==> src/rtl/serial_adder_if.sv <==
// serial_adder_if: start/operand/result bundle for serial_adder.
// The SUB request line exists only when SERIAL_ADDER_SUB_EN is defined.
interface serial_adder_if #(parameter int WIDTH = 8);
    logic             START;
    logic [WIDTH-1:0] A;
    logic [WIDTH-1:0] B;
    logic             Cin;
    logic             BUSY;
    logic             DONE;
    logic [WIDTH-1:0] S;
    logic             Cout;
    logic             OVF;
`ifdef SERIAL_ADDER_SUB_EN
    logic             SUB;
    modport master(output START, A, B, Cin, SUB, input BUSY, DONE, S, Cout, OVF);
    modport slave(input START, A, B, Cin, SUB, output BUSY, DONE, S, Cout, OVF);
`else
    modport master(output START, A, B, Cin, input BUSY, DONE, S, Cout, OVF);
    modport slave(input START, A, B, Cin, output BUSY, DONE, S, Cout, OVF);
`endif
endinterface

==> src/rtl/serial_adder.sv <==
// serial_adder: WIDTH-bit bit-serial adder time-sharing one full-adder cell, LSB first.
// Define SERIAL_ADDER_SUB_EN to add the SUB input (A-B-Cin with Cin as borrow-in).
module serial_adder #(
    parameter int WIDTH = 8
) (
    input logic           CLK,
    input logic           RST,
    serial_adder_if.slave bus
);
    localparam int CW = $clog2(WIDTH);

    typedef enum logic [1:0] {IDLE, RUN, DONE} state_t;

    state_t           state_q, state_d;
    logic [CW-1:0]    cnt_q, cnt_d;
    logic [WIDTH-1:0] a_q, a_d, b_q, b_d, sum_q, sum_d, s_q, s_d;
    logic             c_q, c_d, cout_q, cout_d, ovf_q, ovf_d;
    logic [WIDTH-1:0] b_in;
    logic             c_in, fa_s, fa_c, accept, last;

`ifdef SERIAL_ADDER_SUB_EN
    // subtraction is A + ~B + ~Cin, so Cout comes out as the inverted borrow
    assign b_in = bus.SUB ? ~bus.B : bus.B;
    assign c_in = bus.SUB ^ bus.Cin;
`else
    assign b_in = bus.B;
    assign c_in = bus.Cin;
`endif

    assign fa_s   = a_q[0] ^ b_q[0] ^ c_q;
    assign fa_c   = (a_q[0] & b_q[0]) | (c_q & (a_q[0] ^ b_q[0]));
    assign accept = bus.START && state_q != RUN;
    assign last   = cnt_q == CW'(WIDTH - 1);

    always_comb begin
        state_d = state_q;
        cnt_d   = cnt_q;
        a_d     = a_q;
        b_d     = b_q;
        sum_d   = sum_q;
        c_d     = c_q;
        s_d     = s_q;
        cout_d  = cout_q;
        ovf_d   = ovf_q;
        if (state_q == RUN) begin
            a_d   = a_q >> 1;
            b_d   = b_q >> 1;
            sum_d = {fa_s, sum_q[WIDTH-1:1]};
            c_d   = fa_c;
            cnt_d = cnt_q + 1'b1;
            if (last) begin
                state_d = DONE;
                s_d     = {fa_s, sum_q[WIDTH-1:1]};
                cout_d  = fa_c;
                ovf_d   = c_q ^ fa_c;
            end
        end else if (accept) begin
            state_d = RUN;
            cnt_d   = '0;
            a_d     = bus.A;
            b_d     = b_in;
            sum_d   = '0;
            c_d     = c_in;
        end else if (state_q == DONE) begin
            state_d = IDLE;
        end
    end

    always_ff @(posedge CLK) begin
        if (RST) begin
            state_q <= IDLE;
            cnt_q   <= '0;
            a_q     <= '0;
            b_q     <= '0;
            sum_q   <= '0;
            c_q     <= 1'b0;
            s_q     <= '0;
            cout_q  <= 1'b0;
            ovf_q   <= 1'b0;
        end else begin
            state_q <= state_d;
            cnt_q   <= cnt_d;
            a_q     <= a_d;
            b_q     <= b_d;
            sum_q   <= sum_d;
            c_q     <= c_d;
            s_q     <= s_d;
            cout_q  <= cout_d;
            ovf_q   <= ovf_d;
        end
    end

    assign bus.BUSY = state_q == RUN;
    assign bus.DONE = state_q == DONE;
    assign bus.S    = s_q;
    assign bus.Cout = cout_q;
    assign bus.OVF  = ovf_q;
endmodule

==> src/flat_wrapper.sv <==
// flat-port wrapper written by rule: the top's interface ports become plain ports
module serial_adder_flat 
#(
    parameter int WIDTH = 8
)
  (CLK, RST, bus_START, bus_A, bus_B, bus_Cin, bus_BUSY, bus_DONE, bus_S, bus_Cout, bus_OVF);
  serial_adder_if #(.WIDTH(WIDTH)) bus_i ();
  input logic CLK;
  input logic RST;
  input wire logic [$bits(bus_i.START)-1:0] bus_START;
  input wire logic [$bits(bus_i.A)-1:0] bus_A;
  input wire logic [$bits(bus_i.B)-1:0] bus_B;
  input wire logic [$bits(bus_i.Cin)-1:0] bus_Cin;
  output wire logic [$bits(bus_i.BUSY)-1:0] bus_BUSY;
  output wire logic [$bits(bus_i.DONE)-1:0] bus_DONE;
  output wire logic [$bits(bus_i.S)-1:0] bus_S;
  output wire logic [$bits(bus_i.Cout)-1:0] bus_Cout;
  output wire logic [$bits(bus_i.OVF)-1:0] bus_OVF;
  assign bus_i.START = bus_START;
  assign bus_i.A = bus_A;
  assign bus_i.B = bus_B;
  assign bus_i.Cin = bus_Cin;
  assign bus_BUSY = bus_i.BUSY;
  assign bus_DONE = bus_i.DONE;
  assign bus_S = bus_i.S;
  assign bus_Cout = bus_i.Cout;
  assign bus_OVF = bus_i.OVF;
  serial_adder #(.WIDTH(WIDTH)) u_core (.CLK(CLK), .RST(RST), .bus(bus_i));
endmodule
==> config.mk <==
export PLATFORM = sky130hd
export DESIGN_NAME = serial_adder_flat
export DESIGN_NICKNAME = d
export VERILOG_FILES = /design/src/rtl/serial_adder_if.sv /design/src/rtl/serial_adder.sv /design/src/flat_wrapper.sv
export SDC_FILE = /design/constraint.sdc
export NUM_CORES = 1
export LEC_CHECK = 0
export CORE_MARGIN = 2
export CORE_UTILIZATION = 45
export CTS_BUF_LIST = sky130_fd_sc_hd__clkbuf_4 sky130_fd_sc_hd__clkbuf_8
export CTS_CLUSTER_DIAMETER = 60
export DETAILED_ROUTE_END_ITERATION = 6
export PLACE_DENSITY = 0.7
export SETUP_SLACK_MARGIN = 0.05
export SYNTH_ARGS = -nofsm -noshare
export SYNTH_HDL_FRONTEND = slang
export SYNTH_SLANG_ARGS = --single-unit
==> constraint.sdc <==
create_clock -name CLK -period 1.9 [get_ports CLK]
set_clock_uncertainty 0.05 [all_clocks]
set_input_delay 0.19 -clock CLK [delete_from_list [all_inputs] [get_ports CLK]]
set_output_delay 0.19 -clock CLK [all_outputs]
set_load 0.005 [all_outputs]
---- Yosys cells after proc, flatten, opt, wreduce, memory -nomap -nowiden ----
Cells that the tools add are included.
storage, ports and cells
  input bits .............................. 20
  register bits after elaboration ......... 40
  output and inout bits ................... 12
cells by class
  multiplexer cells ....................... 14
  add/subtract/negate cells ............... 1
  bitwise gates (word level) .............. 6
  eq/ne operators ......................... 5
  reductions and logical operators ........ 6
operators by type and width
  operator             count
  $mux 7               4
  $mux 8               2
  $mux 2               4
  $mux 3               2
  $ne 2x1->1 const B   2
  $reduce_and 2->1     2
  $add 3x1->3 const B  1
  $eq 3x3->1 const B   1
  $reduce_bool 3->1    1
  $xor 1x1->1          3
  $and 1x1->1          2
  $eq 2x1->1 const B   1
  $eq 2x2->1 const B   1
  $mux 1               2
  $reduce_bool 2->1    1
  $reduce_or 2->1      1
  $logic_and 1x1->1    1
  $or 1x1->1           1

---- Depth between registers and ports, before layout ----
Gate-level depths: netlist of run 1.
  word-level depth ........................ 4
  depth in mapped cells ................... 7
  mapped depth without buffers ............ 5

---- Least setup slack after synthesis of run 1 ----
OpenSTA, ideal clock, no wires.
  path kind ............................... reg-to-reg
  start point ............................. reg u_core.state_q[1]
  end point ............................... reg u_core.c_q
  buffers on the path ..................... 2
  data arrival time ....................... 1250 ps
  cell stages (with the launch flop) ...... 8
  path slack .............................. 477 ps
  cell sequence ........................... dfxtp_1 inv_1 ha_1 buf_6 or2_1 buf_6 nor2_1 a211oi_2
on the way
  elaborated cells on any way between the ends .. 5
RTL lines
  item                                                RTL line            source
  from (decl)                                         serial_adder.sv:14  state_t state_q, state_d;
  from (signal assigned)                              serial_adder.sv:81  state_q <= state_d;
  $eq 2x1->1 *                                        n/a
  net bus_BUSY                                        flat_wrapper.sv:14  output wire logic [$bits(bus_i.BUSY)-1:0] bus_BUSY;
  $mux 1 / $reduce_bool 2->1 (equally long branches)  n/a
  to (signal assigned)                                serial_adder.sv:76  c_q <= 1'b0;
  to (signal assigned)                                serial_adder.sv:86  c_q <= c_d;
  to (decl)                                           serial_adder.sv:17  logic c_q, c_d, cout_q, cout_d, ovf_q, ovf_d;
Mark *: on every way through the listed nets, which the timed path passes. The rest lies on a longest branch.
A chain may end at the register's enable or synchronous reset.

---- Final worst setup path of run 1 ----
  start point ............................. reg u_core.state_q[1]
  end point ............................... out bus_BUSY
on the way
  cells in the longest elaborated chain, start to end .. 1
RTL lines
  item        RTL line            source
  $eq 2x1->1  serial_adder.sv:93  assign bus.BUSY = state_q == RUN;
  to (decl)   flat_wrapper.sv:14
Every way passes these cells.

==> flow_metrics.env, run 1 <==
export IMPL_status="finished clean"
export IMPL_syn_cell_area_um2=1724
export IMPL_yosysTopAreaCellShare_pct=45.28
export IMPL_synthAdderAreaFrac_pct=4.790
export IMPL_synth_area_per_cell_um2=9.526
export IMPL_final_nets=238
export IMPL_fin_crit_sh_pct=90.35
export IMPL_max_cap_violations=0
export IMPL_totalWireLength_um=3215
export IMPL_num_rows=22
export IMPL_synth_fp_nets=207
export IMPL_yosys_top_cells_area="dfxtp_1, mux2i_1, mux2_2, nand2_1, a21oi_1"
export IMPL_die_w_um=65.90
export IMPL_worstPathMaxFanout=4
export IMPL_ys_ff_latch=39
export IMPL_holdBufCountCts=0
export IMPL_cts_root_buf="clkbuf_8"
export IMPL_vdd_drop_max_uv=653.3
export IMPL_r2r_slack_ps=410
export IMPL_grt_ovfl_total=0
export IMPL_cts_made_buffers=5
export IMPL_setup_viol=0
export IMPL_cts_resized=0
export IMPL_wl_per_cell_um=12.32
export IMPL_synth_top_family_by_area="multiplexers"
export IMPL_cts_setup_buffers=0
export IMPL_slew_headroom_pct=73.96
export IMPL_tightest_slew_ps=390.6
export IMPL_critical_path_class="flip-flop to output pin"
export IMPL_diodes=0
export IMPL_drive_gt1_share_pct=13.62
export IMPL_cp_slowest_cell="clkdlybuf4s50_1"
export IMPL_antenna_found_initial=0
export IMPL_synth_xor_area_share_pct=0.5080
export IMPL_cts_sinks=39
export IMPL_place_inst=253
export IMPL_detailed_place_hpwl_um=2301
export IMPL_grt_usage_pct=16.90
export IMPL_slew_viol_final=0
export IMPL_grt_max_degree=40
export IMPL_max_clock_path_buffers=2
export IMPL_start_util_pct=47.10
export IMPL_p_leak_nw=0.8022
export IMPL_cts_htree_levels=2
export IMPL_synth_seq_area_share_pct=45.28
export IMPL_grt_pass1_wl_um=5616
export IMPL_synth_compound_area_share_pct=7.620
export IMPL_drt_drc_violations_left=0
export IMPL_arrival_ps=1480
export IMPL_setup_tns_ps=0
export IMPL_instances_no_fill=261
export IMPL_yosysWarnings=0
export IMPL_io_buffer_count=31
export IMPL_powerDensity_nw_per_um2=819.6
export IMPL_path_clk_slew_ps=70
export IMPL_dieArea_um2=4343
export IMPL_syn_instance_count=181
export IMPL_timing_hold_violations_final=0
export IMPL_post_route_min_period_ps=1717
export IMPL_area_growth_pct=26.20
export IMPL_synth_cell_types=27
export IMPL_gp_congestion=0.7710
export IMPL_required_ps=1660
export IMPL_synth_top_cell_by_area="dfxtp_1"
export IMPL_antenna_left=0
export IMPL_end_kind="output pin"
export IMPL_core_area_um2=3661
export IMPL_routed_via_density=5.149
export IMPL_synth_simple_area_share_pct=16.84
export IMPL_path_cells="inv_1 -> ha_1 -> clkdlybuf4s50_1"
export IMPL_final_common_cell="dfxtp_1"
export IMPL_first_iter_violations=48
export IMPL_crit_family="buffers and inverters"
export IMPL_yosys_mux_area_fraction_pct=19.59
export IMPL_io_pins=32
export IMPL_grt_setup_unrepaired="no"
export IMPL_hold_path_class="flip-flop to flip-flop"
export IMPL_insertion_delay_ps=290
export IMPL_die_h_um=65.90
export IMPL_cts_tree="built"
export IMPL_drt_pass1_iter_count=4
export IMPL_mostFrequentLayoutCells="dfxtp_1, clkdlybuf4s50_1, nand2_1"
export IMPL_vias=1344
export IMPL_grt_pass1_vias=1383
export IMPL_path_buf_inv=2
export IMPL_crit_path_max_incr_delay_ps=530
export IMPL_critPathLaunchType="flip-flop"
export IMPL_fmax_mhz=582.5
[worst min-delay path: stages, from the launching register on]
cell and delay, ps:
dfxtp_1 310, nand2_1 50, a21oi_1 50
[final timing paths]
kind / startpoint / endpoint / cells after the start
min reg2reg: u_core.bus.S[3]$_SDFFE_PP0P_ / u_core.bus.S[3]$_SDFFE_PP0P_ / 2
max: u_core.state_q[1]$_SDFFE_PP0P_ / bus_BUSY / 3
min: u_core.bus.S[3]$_SDFFE_PP0P_ / u_core.bus.S[3]$_SDFFE_PP0P_ / 2
max reg2reg: u_core.cnt_q[0]$_SDFFE_PP0P_ / u_core.bus.OVF$_SDFFE_PP0P_ / 5
[cell type report]
class                      instances  area, um^2
clock buffer                       8       103.9
fill                             336        1485
inverter                           2       7.507
multi-input combinational        128       850.8
sequential                        39       780.7
tap                               48       60.06
timing repair buffer              36       372.9
[power by group]
part,switching (W),internal (W),leakage [nW]
clock,0.000268,0.000345,0.0549
sequential,0.0000246,0.000857,0.318
combinational,0.000132,0.000156,0.430
total,0.000425,0.00136,0.802
[kinds of logic after synthesis]
logic type | Yosys count
AOI/OAI and AO/OA | 24
xor gates and xnor gates | 1
muxes | 32
and+or+nand+nor | 65
DFF | 39
buffers and inverters | 14
adders and majority gates | 6
[per-stage QoR]
stage	area, um^2	utilization (%)	hold WS [ps]	worst slack [ps]	power (W)
floorplan	1724	-	335.3	476.8	0.001102
global placement	2072	56.60	392.4	320.7	0.001173
detailed placement	2072	56.60	400.3	282.6	0.001193
CTS	2176	59.43	410.3	171.4	0.001806
global route	2176	59.43	425.1	96.40	0.001873
finish	2176	59.43	408.6	183.3	0.001783
[cell usage after synthesis]
master    number
nor3_1         2
fa_1           1
nor2b_1        2
inv_1          2
ha_1           5
dfxtp_1       39
a21oi_1       19
buf_4          1
nand2b_1       1
nand3b_1       2
a31oi_1        1
mux2i_1       18
nand2_1       27
mux2_2        14
nor2_1        19
nor2_4         1
nand3_1        7
and2_1         1
or2_1          1
nor3b_1        2
xnor2_1        1
buf_2          5
a211oi_1       1
clkbuf_1       2
o21ai_0        2
a211oi_2       1
buf_6          4
[per-layer routing]
| metal | part of all wire, % | up-vias | GRT usage, % | wire [um] |
|---|---|---|---|---|
| met4 | 1.8 | 0 | 8.073 | 58 |
| li1 | - | 668 | - | - |
| met3 | 4.4 | 8 | 4.089 | 143 |
| met2 | 52 | 29 | 33.71 | 1672 |
| met1 | 42 | 639 | 15.64 | 1340 |
| met5 | 0 | - | 0 | 0 |
[sequential cells by signal (all words and copies together) (netlist names)]
signal	count
u_core.sum_q	7
u_core.state_q	2
u_core.cnt_q	3
u_core.b_q	8
u_core.a_q	8
u_core.c_q	1
u_core.bus.OVF	1
u_core.bus.S	8
u_core.bus.Cout	1
No activity file was read; power rests on OpenSTA's default activity.
==> run 2, diff against run 1 <==
- CELL_PAD_IN_SITES_DETAIL_PLACEMENT: unset -> 1
- CELL_PAD_IN_SITES_GLOBAL_PLACEMENT: unset -> 1
- CORE_UTILIZATION: 45 -> 41
- PLACE_DENSITY: 0.7 -> unset
- PLACE_DENSITY_LB_ADDON: unset -> 0.1
==> flow_metrics.env, run 2 (synthesis gave the netlist of run 1 again) <==
export IMPL_worstPathMaxFanout=4
export IMPL_fin_crit_sh_pct=89.20
export IMPL_dieArea_um2=4740
export IMPL_routed_via_density=5.068
export IMPL_antenna_left=0
export IMPL_num_rows=23
export IMPL_timing_hold_violations_final=0
export IMPL_final_common_cell="dfxtp_1"
export IMPL_fin_area_um2=2187
export IMPL_slew_headroom_pct=71.87
export IMPL_p_sw_w=0.0004496
export IMPL_gp_congestion=0.7423
export IMPL_start_util_pct=42.80
export IMPL_drive_gt1_share_pct=14.02
export IMPL_p_int_w=0.001435
export IMPL_wl_per_cell_um=13.85
export IMPL_cts_root_buf="clkbuf_8"
export IMPL_first_iter_violations=51
export IMPL_core_area_um2=4029
export IMPL_required_ps=1660
export IMPL_cts_htree_levels=2
export IMPL_path_clk_slew_ps=80
export IMPL_powerDensity_nw_per_um2=861.6
export IMPL_min_delay_worst_endpoint="u_core.bus.S[5]$_SDFFE_PP0P_"
export IMPL_switching_share_pct=23.86
export IMPL_seqPwrFrac_pct=46.9
export IMPL_r2r_slack_ps=410
export IMPL_vias=1338
export IMPL_hold_path_class="flip-flop to flip-flop"
export IMPL_die_w_um=68.85
export IMPL_cts_made_buffers=5
export IMPL_grt_ovfl_total=0
export IMPL_hp_start="u_core.bus.S[5]$_SDFFE_PP0P_"
export IMPL_holdBufCountCts=0
export IMPL_grt_pass1_wl_um=5899
export IMPL_setup_tns_ps=0
export IMPL_fmax_mhz=590.1
export IMPL_insertion_delay_ps=290
export IMPL_vdd_drop_max_uv=354.1
export IMPL_grt_setup_unrepaired="no"
export IMPL_end_kind="output pin"
export IMPL_cts_resized=0
export IMPL_reg2reg_from="u_core.cnt_q[0]$_SDFFE_PP0P_"
export IMPL_status="finished clean"
export IMPL_reg2reg_to="u_core.bus.OVF$_SDFFE_PP0P_"
export IMPL_tightest_slew_ps=421.9
export IMPL_critPathLaunchType="flip-flop"
export IMPL_cts_tree="built"
export IMPL_grt_max_degree=40
export IMPL_final_nets=239
export IMPL_cts_sinks=39
export IMPL_max_cap_violations=0
export IMPL_setup_viol=0
export IMPL_slew_viol_final=0
export IMPL_nFillCells=471
export IMPL_clkPwrFrac_pct=37.8
export IMPL_drt_pass1_iter_count=4
export IMPL_area_growth_pct=26.85
export IMPL_p_leak_nw=0.8102
export IMPL_die_h_um=68.85
export IMPL_dpl_instance_area_um2=2069
export IMPL_r2r_cells=5
export IMPL_mostFrequentLayoutCells="dfxtp_1, clkdlybuf4s50_1, nand2_1"
export IMPL_detailed_place_hpwl_um=2638
export IMPL_post_route_min_period_ps=1695
export IMPL_grt_pass1_vias=1352
export IMPL_holdPathStages=2
export IMPL_drt_drc_violations_left=0
export IMPL_antenna_found_initial=0
export IMPL_totalWireLength_um=3657
export IMPL_max_clock_path_buffers=2
export IMPL_grt_usage_pct=17.13
export IMPL_pwr_share_comb_pct=15.3
export IMPL_critical_path_class="flip-flop to output pin"
export IMPL_cts_setup_buffers=0
export IMPL_io_pins=32
export IMPL_diodes=0
export IMPL_arrival_ps=1450
export IMPL_io_buffer_count=31
## run 2: cell count changes in the layout (fill, tap and decap cells not counted), sizes merged
cell and change:
clkbuf -2, buf +1, bufinv +1, clkinv +1
## run 2: power by group through the flow
stage | Clock, W | Sequential (W) | Combinational, W
final | 0.000713 | 0.000884 | 0.000287
after global routing | 0.000774 | 0.000889 | 0.000315
after CTS | 0.000734 | 0.000885 | 0.000293
after global placement | 0 | 0.000898 | 0.000274
after floorplan | 0 | 0.000894 | 0.000209
after detailed placement | 0 | 0.000904 | 0.000290
## run 2: worst max-delay path by stage
stage                                   start                          to  slack, ps  cells after the start
3_5_place_dp                        bus_START  u_core.b_q[2]$_SDFFE_PP0P_        270                      5
4_1_cts        u_core.state_q[1]$_SDFFE_PP0P_                    bus_BUSY        190                      3
2_1_floorplan  u_core.state_q[1]$_SDFFE_PP0P_     u_core.c_q$_SDFFE_PP0P_        480                      7
6_report       u_core.state_q[1]$_SDFFE_PP0P_                    bus_BUSY        210                      3
5_1_grt        u_core.state_q[1]$_SDFFE_PP0P_                    bus_BUSY        130                      3
3_3_place_gp                        bus_START  u_core.b_q[2]$_SDFFE_PP0P_        310                      5
## run 2: layout make-up
cell class | count | area [um^2] | area share (%)
Timing Repair Buffer | 37 | 367.9 | 16.82
Tap cell | 50 | 62.56 | 2.860
Sequential cell | 39 | 780.7 | 35.70
Clock inverter | 2 | 35.03 | 1.602
Clock buffer | 6 | 82.58 | 3.776
Inverter | 2 | 7.507 | 0.3432
Multi-Input combinational cell | 128 | 850.8 | 38.90
## run 2: per-stage QoR
| step | util (%) | std cells | setup slack, ps | total power (W) | hold WS [ps] |
|---|---|---|---|---|---|
| after global placement | 51.37 | 256 | 314.4 | 0.001172 | 392.5 |
| after global routing | 54.29 | 264 | 131.6 | 0.001977 | 430.5 |
| after detailed placement | 51.37 | 256 | 269.4 | 0.001194 | 403.9 |
| after CTS | 54.29 | 264 | 185.9 | 0.001911 | 415.8 |
| final | 54.29 | 264 | 205.3 | 0.001884 | 410.5 |
| after floorplan | - | 181 | 476.8 | 0.001102 | 335.3 |
## run 2: per-layer routing
| layer | routed length, um | vias up | GRT usage [%] |
|---|---|---|---|
| met3 | 124 | 4 | 4.870 |
| met2 | 1951 | 20 | 31.61 |
| met1 | 1549 | 641 | 17.99 |
| met5 | 0 | - | 0 |
| met4 | 31 | 0 | 7.353 |
| li1 | - | 673 | - |
## run 2: worst max-delay path, stage by stage, from the launching register on
cell and delay [ps]:
dfxtp_1 340, inv_1 90, ha_1 220, clkdlybuf4s50_1 520
